--- src/rtl/ccff_loader_pkg.sv ---
// Shared types and sizing helpers for the configuration-chain bitstream loader.
// Holds the FSM state encoding plus word-count and counter-width helpers.
package ccff_loader_pkg;

  typedef enum logic [2:0] {
    IDLE   = 3'd0,
    LOAD   = 3'd1,
    GAP    = 3'd2,
    VERIFY = 3'd3,
    DONE   = 3'd4
  } state_e;

  // Number of input words needed to cover the whole chain.
  function automatic int nw(input int chain_len, input int word_w);
    return (chain_len + word_w - 1) / word_w;
  endfunction

  // Width of a counter that must hold values 0..n inclusive.
  function automatic int cnt_w(input int n);
    return (n < 1) ? 1 : $clog2(n + 1);
  endfunction

endpackage

--- src/rtl/ccff_word_serializer.sv ---
// Word buffer for the loader: accepts config words and pops them out one bit per cycle,
// LSB first, trimming the final word so exactly CHAIN_LEN bits are ever presented.
module ccff_word_serializer
  import ccff_loader_pkg::*;
#(
  parameter int CHAIN_LEN = 36,
  parameter int WORD_W    = 8
) (
  input  logic              prog_clk,
  input  logic              pReset,
  input  logic              i_en,
  input  logic              i_clear,
  input  logic [WORD_W-1:0] i_data,
  input  logic              i_valid,
  output logic              o_ready,
  output logic              o_bit,
  output logic              o_bit_valid
);
  localparam int NW        = nw(CHAIN_LEN, WORD_W);
  localparam int LAST_BITS = CHAIN_LEN - (NW - 1) * WORD_W;
  localparam int CW        = cnt_w(WORD_W);
  localparam int TW        = cnt_w(NW);
  localparam logic [CW-1:0] FULL_CNT = CW'(WORD_W);
  localparam logic [CW-1:0] LAST_CNT = CW'(LAST_BITS);
  localparam logic [TW-1:0] NW_CNT   = TW'(NW);

  logic [WORD_W-1:0] r_buf;
  logic [CW-1:0]     r_cnt;
  logic [TW-1:0]     r_taken;
  logic              w_pop;
  logic              w_accept;
  logic              w_last_word;

  // Handshake: a word transfers on an edge where i_valid & o_ready; o_ready never depends on i_valid.
  // Ready also with one bit left so the refill lands on the same edge as the last pop.
  assign o_ready     = i_en && (r_taken < NW_CNT) && (r_cnt <= CW'(1));
  assign w_accept    = o_ready && i_valid;
  assign o_bit_valid = (r_cnt != '0);
  assign o_bit       = r_buf[0];
  assign w_pop       = i_en && o_bit_valid;
  assign w_last_word = (r_taken == NW_CNT - TW'(1));

  always_ff @(posedge prog_clk) begin
    if (pReset || i_clear) begin
      r_buf   <= '0;
      r_cnt   <= '0;
      r_taken <= '0;
    end else if (w_accept) begin
      r_buf   <= i_data;
      r_cnt   <= w_last_word ? LAST_CNT : FULL_CNT;
      r_taken <= r_taken + TW'(1);
    end else if (w_pop) begin
      r_buf <= r_buf >> 1;
      r_cnt <= r_cnt - CW'(1);
    end
  end

endmodule

--- src/rtl/ccff_bitstream_loader.sv ---
// Configuration-chain driver: serialises config words into ccff_head under config_enable and
// optionally recirculates the chain once to compare its parity against what was loaded.
module ccff_bitstream_loader
  import ccff_loader_pkg::*;
#(
  parameter int CHAIN_LEN = 36,
  parameter int WORD_W    = 8
) (
  input  logic              prog_clk,
  input  logic              pReset,
  input  logic              start,
  input  logic              verify_en,
  input  logic [WORD_W-1:0] s_data,
  input  logic              s_valid,
  output logic              s_ready,
  output logic              ccff_head,
  output logic              config_enable,
  input  logic              ccff_tail,
  output logic              busy,
  output logic              done,
  output logic              err,
  output state_e            o_dbg_state
);
  localparam int BW = cnt_w(CHAIN_LEN);
  localparam logic [BW-1:0] LEN_CNT   = BW'(CHAIN_LEN);
  localparam logic [BW-1:0] LAST_VCNT = BW'(CHAIN_LEN - 1);

  state_e        r_state;
  logic          r_verify;
  logic [BW-1:0] r_bit_cnt;
  logic          r_parity;
  logic          r_vparity;
  logic          r_head;
  logic          r_ce;
  logic          r_done;
  logic          r_err;
  logic          w_bit;
  logic          w_bit_valid;

  ccff_word_serializer #(
    .CHAIN_LEN(CHAIN_LEN),
    .WORD_W   (WORD_W)
  ) u_ser (
    .prog_clk   (prog_clk),
    .pReset     (pReset),
    .i_en       (r_state == LOAD),
    .i_clear    (r_state == IDLE),
    .i_data     (s_data),
    .i_valid    (s_valid),
    .o_ready    (s_ready),
    .o_bit      (w_bit),
    .o_bit_valid(w_bit_valid)
  );

  // During VERIFY the tail feeds straight back so one full pass leaves the chain unchanged.
  assign ccff_head     = (r_state == VERIFY) ? ccff_tail : r_head;
  assign config_enable = r_ce;
  assign busy          = (r_state == LOAD) || (r_state == GAP) || (r_state == VERIFY);
  assign done          = r_done;
  assign err           = r_err;
  assign o_dbg_state   = r_state;

  always_ff @(posedge prog_clk) begin
    if (pReset) begin
      r_state   <= IDLE;
      r_verify  <= 1'b0;
      r_bit_cnt <= '0;
      r_parity  <= 1'b0;
      r_vparity <= 1'b0;
      r_head    <= 1'b0;
      r_ce      <= 1'b0;
      r_done    <= 1'b0;
      r_err     <= 1'b0;
    end else begin
      r_done <= 1'b0;
      case (r_state)
        IDLE: begin
          r_ce <= 1'b0;
          if (start) begin
            r_state   <= LOAD;
            r_verify  <= verify_en;
            r_err     <= 1'b0;
            r_parity  <= 1'b0;
            r_vparity <= 1'b0;
            r_bit_cnt <= '0;
          end
        end
        LOAD: begin
          // The final enabled cycle is still in LOAD so its capture edge closes the load.
          if (r_bit_cnt == LEN_CNT) begin
            r_ce      <= 1'b0;
            r_bit_cnt <= '0;
            if (r_verify) begin
              r_state <= GAP;
            end else begin
              r_state <= DONE;
              r_done  <= 1'b1;
            end
          end else if (w_bit_valid) begin
            r_head    <= w_bit;
            r_ce      <= 1'b1;
            r_bit_cnt <= r_bit_cnt + BW'(1);
            r_parity  <= r_parity ^ w_bit;
          end else begin
            r_ce <= 1'b0;
          end
        end
        GAP: begin
          r_ce    <= 1'b1;
          r_state <= VERIFY;
        end
        VERIFY: begin
          r_vparity <= r_vparity ^ ccff_tail;
          r_bit_cnt <= r_bit_cnt + BW'(1);
          if (r_bit_cnt == LAST_VCNT) begin
            r_ce    <= 1'b0;
            r_state <= DONE;
            r_done  <= 1'b1;
            r_err   <= ((r_vparity ^ ccff_tail) != r_parity);
          end
        end
        DONE: begin
          r_ce    <= 1'b0;
          r_state <= IDLE;
        end
        default: begin
          r_ce    <= 1'b0;
          r_state <= IDLE;
        end
      endcase
    end
  end

endmodule

--- config.mk ---
export PLATFORM = sky130hd
export DESIGN_NAME = ccff_bitstream_loader
export DESIGN_NICKNAME = d
export VERILOG_FILES = /design/src/rtl/ccff_loader_pkg.sv /design/src/rtl/ccff_word_serializer.sv /design/src/rtl/ccff_bitstream_loader.sv
export SDC_FILE = /design/constraint.sdc
export NUM_CORES = 1
export LEC_CHECK = 0
export ABC_AREA = 1
export CAP_MARGIN = 10
export CORE_MARGIN = 8
export CORE_UTILIZATION = 30
export DETAILED_ROUTE_END_ITERATION = 16
export GPL_ROUTABILITY_DRIVEN = 0
export SYNTH_ARGS = -nofsm -noshare
export SYNTH_HDL_FRONTEND = slang
export SYNTH_SLANG_ARGS = --single-unit
--- constraint.sdc ---
create_clock -name prog_clk -period 1.65 [get_ports prog_clk]
set_clock_uncertainty 0.05 [all_clocks]
set_input_delay 0.495 -clock prog_clk [delete_from_list [all_inputs] [get_ports prog_clk]]
set_output_delay 0.495 -clock prog_clk [all_outputs]
set_load 0.005 [all_outputs]
==> impl_metrics.yaml <==
synth:
  synthDistinctLibCells: 26
  ys_warn_count: 0
  avgSynthCellArea_um2: 6.720
  synthCells: 251
  synth_seq_cells: 31
  netlist_area_um2: 1687
  mappedNetlistNets: 272
  yosysSeqAreaShare: 0.3680
outcome:
  violations: "setup timing"
  status: "complete, but fails checks"
placement:
  placed_cells: 377
  placed_area_um2: 2252
  io_buffers: 22
  hpwl_um: 3237
min_path:
  hold_class: "reg2reg"
  hold_depth: 2
  worstHoldStart: "u_ser.r_buf[7]"
  min_to: "u_ser.r_buf[7]"
route:
  routed_wirelength_um: 4406
  drt_first_pass_iters: 4
  drt_iter0_markers: 76
  vias: 1793
  drt-wirelength-per-cell_um: 11.21
  via_per_inst: 4.562
  drtAntennaViolNets: 0
  route.detailed.drc: 0
sta:
  tightest_slew_ns: 0.2691
  rsz0062_at_grt: "yes"
  hold_ws_ns: 0.4078
  max-slew-margin-rel: 0.8204
  finalWorstSetupSlack_ns: -0.1500
  hold_viol_final: 0
  slew_viol_final: 0
  fin_crit_sh: 1.091
  fmax_mhz: 555.6
  final-setup-viol-count: 2
  post-route-min-period_ns: 1.800
cts:
  htreeDepth: 2
  clk_latency_ns: 0.28
  cts_tree: "yes"
  cts.sinks: 31
  clk_path_buf_depth: 2
  cts_buffers: 5
  holdBufCountCts: 0
  clk_root_buffer_cell: "clkbuf_8"
  clk_pin_slew_ns: 0.06
pwr:
  p_per_area_nw_per_um2: 736.9
  switching_share: 0.2812
  comb_power_share: 0.241
  internal-power_mw: 1.366
  p_clk_frac: 0.346
  p_switching_uw: 534.4
  vdd_drop_max_mv: 0.6661
  p_leak_nw: 1.152
  p_seq_frac: 0.413
global_routing:
  antenna_found_initial: 0
  grt_pass1_wl_um: 7652
  grt_max_degree: 13
  grtUsageTotal: 0.1079
  grt_pass1_vias: 1775
  grt_overflow: 0
setup_path:
  endpoint_kind: "primary output"
  crit_chain: "inv_4 -> ha_4 -> inv_2 -> nand2_2 -> nand2_2 -> nor2_4 -> nand2_1 -> inv_1 -> buf_2"
  worstSetupPathType: "reg2out"
  cp.required_ns: 1.10
  crit_slowest_cell: "dfxtp_4"
  max_stage_delay_ns: 0.37
  path_max_fanout: 3
  cp_num_buf_inv: 4
  startpoint_type: "register"
  worstPathArrival_ns: 1.26
  r2r_start: "u_ser.r_cnt[0]"
  worst-r2r-setup-slack_ns: 0.08
  cp_top_family: "flip-flops"
  crit_top_cell: "nand2_2"
  timing.rr.end: "u_ser.r_cnt[3]"
  r2r_cells: 12
floorplan:
  die_area_um2: 8277
  rows: 27
  io_pins: 23
  core_um2: 5473
  die_w_um: 90.98
  start_util: 0.3082
  die_h_um: 90.98
job:
  cap_violations: 0
final_layout:
  nFillCells: 559
  syn_to_final_growth_pct: 52.89
  fin_area_um2: 2579
  multi_input_area_um2: 1040
  fin_nets: 341
  layout.cells.non_filler: 393
  regArea_um2: 634.4
  post-route-util: 0.4712
  antenna_cells: 0
  drive_above_1_share: 0.3178
-- logic make-up after synthesis --
| group | Yosys count | synth area share |
|---|---|---|
| flops | 31 | 0.3680 |
| compound gates | 47 | 0.1447 |
| simple gates | 124 | 0.3220 |
| fa+ha+maj | 7 | 0.05193 |
| xor+xnor | 5 | 0.02596 |
| buf+inv | 37 | 0.08754 |
-- routing by layer --
layer / vias up / GRT usage / share of wire / routed length, um
met4: 0 / 0.02456 / 0.0068 / 30
met3: 4 / 0.03128 / 0.042 / 185
met1: 818 / 0.1230 / 0.45 / 2000
met5: - / 0 / 0 / 0
met2: 35 / 0.1935 / 0.50 / 2190
li1: 936 / - / - / -
-- cells in the mapped netlist, drive strengths merged --
library cell	n	area share
nand2	82	0.19
inv	32	0.071
dfxtp	31	0.37
a21oi	24	0.071
nor2	20	0.055
o21ai	19	0.056
nand3	15	0.055
ha	7	0.052
xor2	5	0.026
nand4	4	0.015
buf	2	0.0096
clkinv	2	0.0045
nand3b	2	0.0089
o21a	2	0.0089
a22oi	1	0.0045
a31oi	1	0.0037
clkbuf	1	0.0022
nor3	1	0.0030
-- stage by stage --
stage               setup TNS (ns)  setup WS [ns]  power, mW
finish                     -0.1556        -0.1500      1.900
detailed placement          -2.627        -0.5112      1.194
CTS                        -0.2153        -0.1784      1.870
floorplan                        0         0.1557      1.007
global placement            -2.528        -0.5098      1.191
global route               -0.3928        -0.2381      2.009
-- power groups by stage --
stage / clock network [mW] / registers [mW] / logic (mW)
global route: 0.719 / 0.786 / 0.504
floorplan: 0 / 0.802 / 0.205
finish: 0.658 / 0.784 / 0.458
global placement: 0 / 0.801 / 0.389
CTS: 0.674 / 0.782 / 0.414
detailed placement: 0 / 0.803 / 0.392
-- sequential cells by signal (all words and copies together) (netlist names) --
name,flops
u_ser.r_taken,3
r_vparity,1
r_verify,1
r_head,1
config_enable,1
err,1
r_bit_cnt,6
done,1
o_dbg_state,3
u_ser.r_cnt,4
u_ser.r_buf,8
r_parity,1
-- what timing repair did --
| item | CTS | global route |
|---|---|---|
| buffers inserted | 9 | 1 |
| resized for setup | 50 | 31 |
| pin swaps | 11 | 12 |
| setup endpoints to repair | 8 | 27 |
| endpoints found under the hold margin | 0 | 0 |
-- area by class of cell --
class / instances / share of cell area
Tap cell: 72 / 0.03493
Inverter: 34 / 0.05677
Timing Repair Buffer: 65 / 0.2203
Clock buffer: 8 / 0.03882
Sequential cell: 31 / 0.2460
Multi-Input combinational cell: 183 / 0.4032
-- tightest hold or removal path: stages (launching register included) --
cell     delay (ns)
dfxtp_1        0.31
nand2_1        0.06
a21oi_1        0.05
-- cells in the final DEF (no fill, tap or decap) --
master and n:
dfxtp_4 2, o21ai_0 9, inv_2 7, nor3_1 1, buf_4 35, dlygate4sd2_1 6
nand2_4 2, nor2_1 16, clkbuf_8 7, o21ai_1 9, a31oi_1 1, nand3b_1 2
nand3_4 3, buf_12 1, clkdlybuf4s50_1 12, ha_1 4, dfxtp_2 5, clkinv_1 1
nand2_2 11, dfxtp_1 24, xor2_1 5, nand2_1 69, inv_1 19, nand4_1 4
a21oi_1 20, inv_4 6, dlymetal6s2s_1 1, clkbuf_1 1, ha_4 3, nand3_1 12
buf_2 2, nor2_2 1, o21ai_2 1, clkinvlp_4 1, a21oi_2 4, o21a_1 2
a22oi_1 1, buf_6 8, nor2_4 3
-- worst max path at each step --
stage,start,end,depth (start not counted)
2_1_floorplan,u_ser.r_cnt[0],s_ready,8
3_3_place_gp,ccff_tail,ccff_head,4
3_5_place_dp,ccff_tail,ccff_head,4
4_1_cts,u_ser.r_cnt[0],s_ready,9
5_1_grt,u_ser.r_cnt[0],s_ready,9
6_report,u_ser.r_cnt[0],s_ready,9
Power figures use the tool's default switching activity.
==> edit 1 (same flow settings) <==
`CHAIN_LEN` is set to 36 in 2 places; all go to 18.
--- a/src/rtl/ccff_word_serializer.sv
+++ b/src/rtl/ccff_word_serializer.sv
@@ -4,5 +4,5 @@
   import ccff_loader_pkg::*;
 #(
-  parameter int CHAIN_LEN = 36,
+  parameter int CHAIN_LEN = 18,
   parameter int WORD_W    = 8
 ) (
--- a/src/rtl/ccff_bitstream_loader.sv
+++ b/src/rtl/ccff_bitstream_loader.sv
@@ -4,5 +4,5 @@
   import ccff_loader_pkg::*;
 #(
-  parameter int CHAIN_LEN = 36,
+  parameter int CHAIN_LEN = 18,
   parameter int WORD_W    = 8
 ) (
Function: same outputs for any inputs over 10 cycles, from zero or initial values and one cycle with pReset high; that may be too few to reach the edited logic, so the function may still have changed.
==> edit 1 against the original RTL <==
The run still ends with negative setup slack left. Synthesized area shrank 3.9%. Largest power group unchanged. Total power shrank 0.18%. Critical path depth shrank 4. Register-to-register slack gained 0.02 ns. Wire length shrank 11%. Sequential cell count shrank 2. Worst setup slack gained 0.050 ns. First-iteration DRC count grew 9.2%. Design area shrank 11%.
==> edit 1: results (changes against the original RTL) <==
GRT
  • Gr usage total: 0.105 (was 0.108)
  • Routing usage on met1: 0.135 (was 0.123)
  • Number of global-route vias before repair: 1474 (was 1775)
  • First-pass GRT wire length: 6470 um (was 7650 um)
  • M3 GR Usage: 0.0340 (was 0.0313)
  • Largest net degree at the start of global routing: 27 (was 13)

Setup path
  • CP Max Fanout: 4 (was 3)
  • Worst EP arrival: 1.21 ns (was 1.26 ns)

Synthesis
  • Post-synthesis adder-cell area fraction: 0.0540 (was 0.0519)
  • Number of synthesized register bits: 29 (was 31)
  • Synth Instances: 237 (was 251)
  • Post-synth top cells: 66 x nand2_1, 29 x dfxtp_1, 24 x nand3_1, 23 x nor2_1, 19 x inv_1 (was 80 x nand2_1, 31 x dfxtp_1, 25 x inv_1, 24 x a21oi_1, 17 x nor2_1)
  • Compound-Gate Fraction of Synth Area: 0.102 (was 0.145)
  • Distinct cells, synth: 30 (was 26)
  • Post-Synthesis Mean Instance Area: 6.84 sq um (was 6.72 sq um)
  • Top cells by area, synth: dfxtp_1 36%, nand2_1 15%, nand3_1 7.4% (was dfxtp_1 37%, nand2_1 18%, a21oi_1 7.1%)
  • Xor and xnor area share after synthesis: 0.0324 (was 0.0260)
  • Register area share after synthesis: 0.358 (was 0.368)

STA
  • Endpoints failing setup: 1 (was 2)
  • Setup TNS: -0.100 ns (was -0.156 ns)
  • Post-route setup slack: -0.100 ns (was -0.150 ns)

Cells and area
  • Seq/total area: 0.258 (was 0.246)
  • Final core utilization: 0.444 (was 0.471)
  • Nets: 312 (was 341)
  • # fillers: 527 (was 559)
  • Non-Clock Buffer Count: 53 (was 65)
  • Multi-input gate count: 180 (was 183)
  • Clkbuf count: 7 (was 8)
  • Clock-cell share: 0.0376 (was 0.0388)
  • Multi-input logic area: 990 sq um (was 1040 sq um)
  • NonClk Buf Share: 0.196 (was 0.220)
  • Ratio of cells with drive above 1 in the final layout: 0.241 (was 0.318)

Run status
  • Result of the run: finished, violations left (unchanged)
  • Failing checks: negative setup slack (unchanged)

Power and ir drop
  • Lkg Pwr: 1.02 nW (was 1.15 nW)
  • Peak supply drop: 0.478 mV (was 0.666 mV)

Drt
  • Via count: 1621 (was 1793)
  • Initial DRC count: 83 (was 76)

Place
  • Placed inst area: 2100 sq um (was 2250 sq um)
  • DP Worst Slack: -0.507 ns (was -0.511 ns)
  • DP HPWL: 2870 um (was 3240 um)
==> edit 1: cells by family (layout without fill, tap and decap cells) <==
kind of cell    count (synthesis)  in the layout
flops                          29             29
buf+inv                        28             82
xor+xnor                        6              6
compound gates                 32             32
fa+ha+maj                       7              7
simple gates                  135            135
==> edit 1: timing repair <==
| item | in CTS | in global routing |
|---|---|---|
| endpoints found under the hold margin | 0 | 0 |
| endpoints found under the setup margin | 19 | 16 |
| gates resized for setup | 34 | 19 |
| buffers inserted | 3 | 1 |
| pin swaps | 3 | 5 |
==> edit 1: per-layer routing <==
layer | up-vias | part of all wire | wire, um
met5 | - | 0 | 0
met4 | 0 | 0.0076 | 30
met3 | 4 | 0.070 | 275
met2 | 45 | 0.42 | 1650
met1 | 703 | 0.50 | 1980
li1 | 869 | - | -
==> edit 1: worst max-delay path, cell delays in order (launching register included) <==
cell and delay (ns):
dfxtp_2 0.35, inv_4 0.06, ha_4 0.16, o21ai_4 0.16
nor2_4 0.07, buf_2 0.12
==> edit 1: report_power, final <==
part,internal (mW),total [mW],switching [mW]
clock network,0.330,0.598,0.268
registers,0.746,0.787,0.0409
logic,0.234,0.511,0.278
total,1.31,1.90,0.587
==> edit 1: worst paths after layout <==
path	startpoint	endpoint	slack, ns	cells after the start
setup reg to reg	u_ser.r_cnt[1]$_SDFFE_PP0P_	u_ser.r_taken[1]$_SDFFE_PP0P_	0.10	9
setup / recovery	u_ser.r_cnt[1]$_SDFFE_PP0P_	s_ready	-0.10	5
hold reg to reg	r_head$_SDFFE_PP0P_	r_head$_SDFFE_PP0P_	0.41	2
hold / removal	r_head$_SDFFE_PP0P_	r_head$_SDFFE_PP0P_	0.41	2
==> edit 2 (config.mk and constraints unchanged) <==
Made on the original files. Register the output `o_dbg_state` once more; this adds one clock of latency there. The other outputs are not delayed to match.
--- a/src/rtl/ccff_bitstream_loader.sv
+++ b/src/rtl/ccff_bitstream_loader.sv
@@ -59,5 +59,7 @@
   assign done          = r_done;
   assign err           = r_err;
-  assign o_dbg_state   = r_state;
+  always_ff @(posedge prog_clk) begin
+    o_dbg_state <= r_state;
+  end
 
   always_ff @(posedge prog_clk) begin
Function: changed (Yosys sat finds a counterexample within 4 cycles, from zero or initial values and one cycle with pReset high).
==> edit 2 against the original RTL <==
The flow still finishes with violations (negative setup slack). Largest power group unchanged. Core utilization is 1.6 points higher. Hold slack got worse by 0.044 ns. Wire length is 2.8% higher. Sequential cell count up 3. Synthesized area grew 3.5%. Design area grew 5.2%. Combinational power increased by 36%. Global-route usage fell by 0.25 points. Total power increased by 14%. Worst setup slack lost 0.028 ns. Synthesized cell count down 0.40%. Count of clock-buffer cells in the layout is 1 lower.
==> edit 2: results (changes against the original RTL) <==
Setup path
  • Setup slack, reg-to-reg: 0.03 ns (was 0.08 ns)
  • RR Endpoint: u_ser.r_cnt[2]$_SDFFE_PP0P_ (was u_ser.r_cnt[3]$_SDFFE_PP0P_)
  • Worst EP arrival: 1.28 ns (was 1.26 ns)

STA
  • Endpoints failing setup: 2 (unchanged)
  • Slew headroom: 0.822 (was 0.820)
  • Post-route setup slack: -0.178 ns (was -0.150 ns)

Place
  • DP HPWL: 3200 um (was 3240 um)

GRT
  • Routing usage on met1: 0.129 (was 0.123)
  • Gr usage total: 0.105 (was 0.108)
  • Largest net degree at the start of global routing: 25 (was 13)
  • First-pass GRT wire length: 7250 um (was 7650 um)
  • Global-route met2 utilization: 0.166 (was 0.193)
  • Number of global-route vias before repair: 1601 (was 1775)

Synthesis
  • Distinct cells, synth: 27 (was 26)
  • Post-synth top cells: 66 x nand2_1, 34 x dfxtp_1, 29 x inv_1, 24 x a21oi_1, 18 x nand3_1 (was 80 x nand2_1, 31 x dfxtp_1, 25 x inv_1, 24 x a21oi_1, 17 x nor2_1)
  • Net count after synthesis: 271 (was 272)
  • Register area share after synthesis: 0.390 (was 0.368)
  • Top cells by area, synth: dfxtp_1 39%, nand2_1 14%, a21oi_1 6.9% (was dfxtp_1 37%, nand2_1 18%, a21oi_1 7.1%)

Drt
  • Post-detailed-route via-to-cell ratio: 4.49 (was 4.56)
  • Initial DRC count: 54 (was 76)
  • Total wire length: 4530 um (was 4410 um)

Min path
  • Worst Hold End: o_dbg_state[0]$_DFF_P_ (was u_ser.r_buf[7]$_SDFFE_PP0P_)

Cells and area
  • Nets: 346 (was 341)
  • # fillers: 534 (was 559)

Run status
  • Failing checks: negative setup slack (unchanged)
  • Result of the run: finished, violations left (unchanged)

Power and ir drop
  • Lkg Pwr: 1.25 nW (was 1.15 nW)
  • Peak supply drop: 0.310 mV (was 0.666 mV)
==> edit 2: changes by cell type after synthesis, moves of 3 or more <==
cell	unedited run	this run
dfxtp_1	31	34
inv_2	7	4
nand3_1	13	18
nand2_1	80	66
o21ai_0	12	17
inv_1	25	29
nor2_1	17	13
==> edit 2: logic make-up after synthesis <==
family | Yosys count | share of synthesized area
adders and majority gates | 7 | 0.0502
DFF | 34 | 0.390
xor gates and xnor gates | 3 | 0.0151
buffers and inverters | 39 | 0.0903
AOI/OAI and AO/OA | 54 | 0.162
and+or+nand+nor | 113 | 0.292
==> edit 2: per-layer routing <==
layer / wire length (um) / up-vias
met3: 174 / 7
met4: 85 / 0
met5: 0 / -
met2: 2080 / 26
met1: 2190 / 797
li1: - / 957
==> edit 2: layout make-up <==
cell class	instances	area (sq um)	share of cell area
inverter	34	140	0.0516
clock buffer	7	86.3	0.0318
timing repair buffer	73	659	0.243
sequential	34	692	0.255
multi-input combinational	177	1040	0.384
clock inverter	1	5.00	0.00184
tap	72	90.1	0.0332
==> edit 2: timing repair <==
action,in CTS,in global routing
buffers inserted,2,7
cloned,0,2
pin swaps,5,17
gates resized for setup,37,43
endpoints found under the setup margin,7,29
==> edit 2: how the worst max path moves through the flow <==
stage / endpoint / depth (start not counted) / from
floorplan: s_ready / 8 / u_ser.r_cnt[0]$_SDFFE_PP0P_
global placement: ccff_head / 4 / ccff_tail
detailed placement: ccff_head / 4 / ccff_tail
CTS: s_ready / 9 / u_ser.r_cnt[0]$_SDFFE_PP0P_
global route: s_ready / 9 / u_ser.r_cnt[0]$_SDFFE_PP0P_
finish: s_ready / 9 / u_ser.r_cnt[0]$_SDFFE_PP0P_
==> edit 2: where the power goes <==
group | internal (mW) | leakage, nW | total (mW) | switching (mW)
Sequential | 0.858 | 0.278 | 0.882 | 0.0234
Clock | 0.337 | 0.0482 | 0.651 | 0.314
Combinational | 0.313 | 0.925 | 0.624 | 0.311
==> edit 2: worst register-to-register path: stages (launching register included) <==
cell and delay [ns]:
dfxtp_4 0.37, inv_4 0.06, ha_4 0.12, inv_2 0.03, nand2_1 0.04, nand2_1 0.06, nor2_2 0.10, buf_4 0.12
nand3_4 0.13, buf_6 0.17, nand2_1 0.04, o21ai_1 0.05, nor2_1 0.10, nor2_1 0.05
==> edit 2: through the flow <==
stage	cells	hold WS, ns	instance area, sq um	setup slack [ns]	setup TNS, ns
final	398	0.364	2710	-0.178	-0.217
after floorplan	250	0.312	1750	0.154	0
after CTS	390	0.337	2490	-0.196	-0.238
after global placement	380	0.326	2350	-0.508	-2.29
after global routing	398	0.372	2710	-0.245	-0.628
after detailed placement	380	0.330	2350	-0.520	-2.32
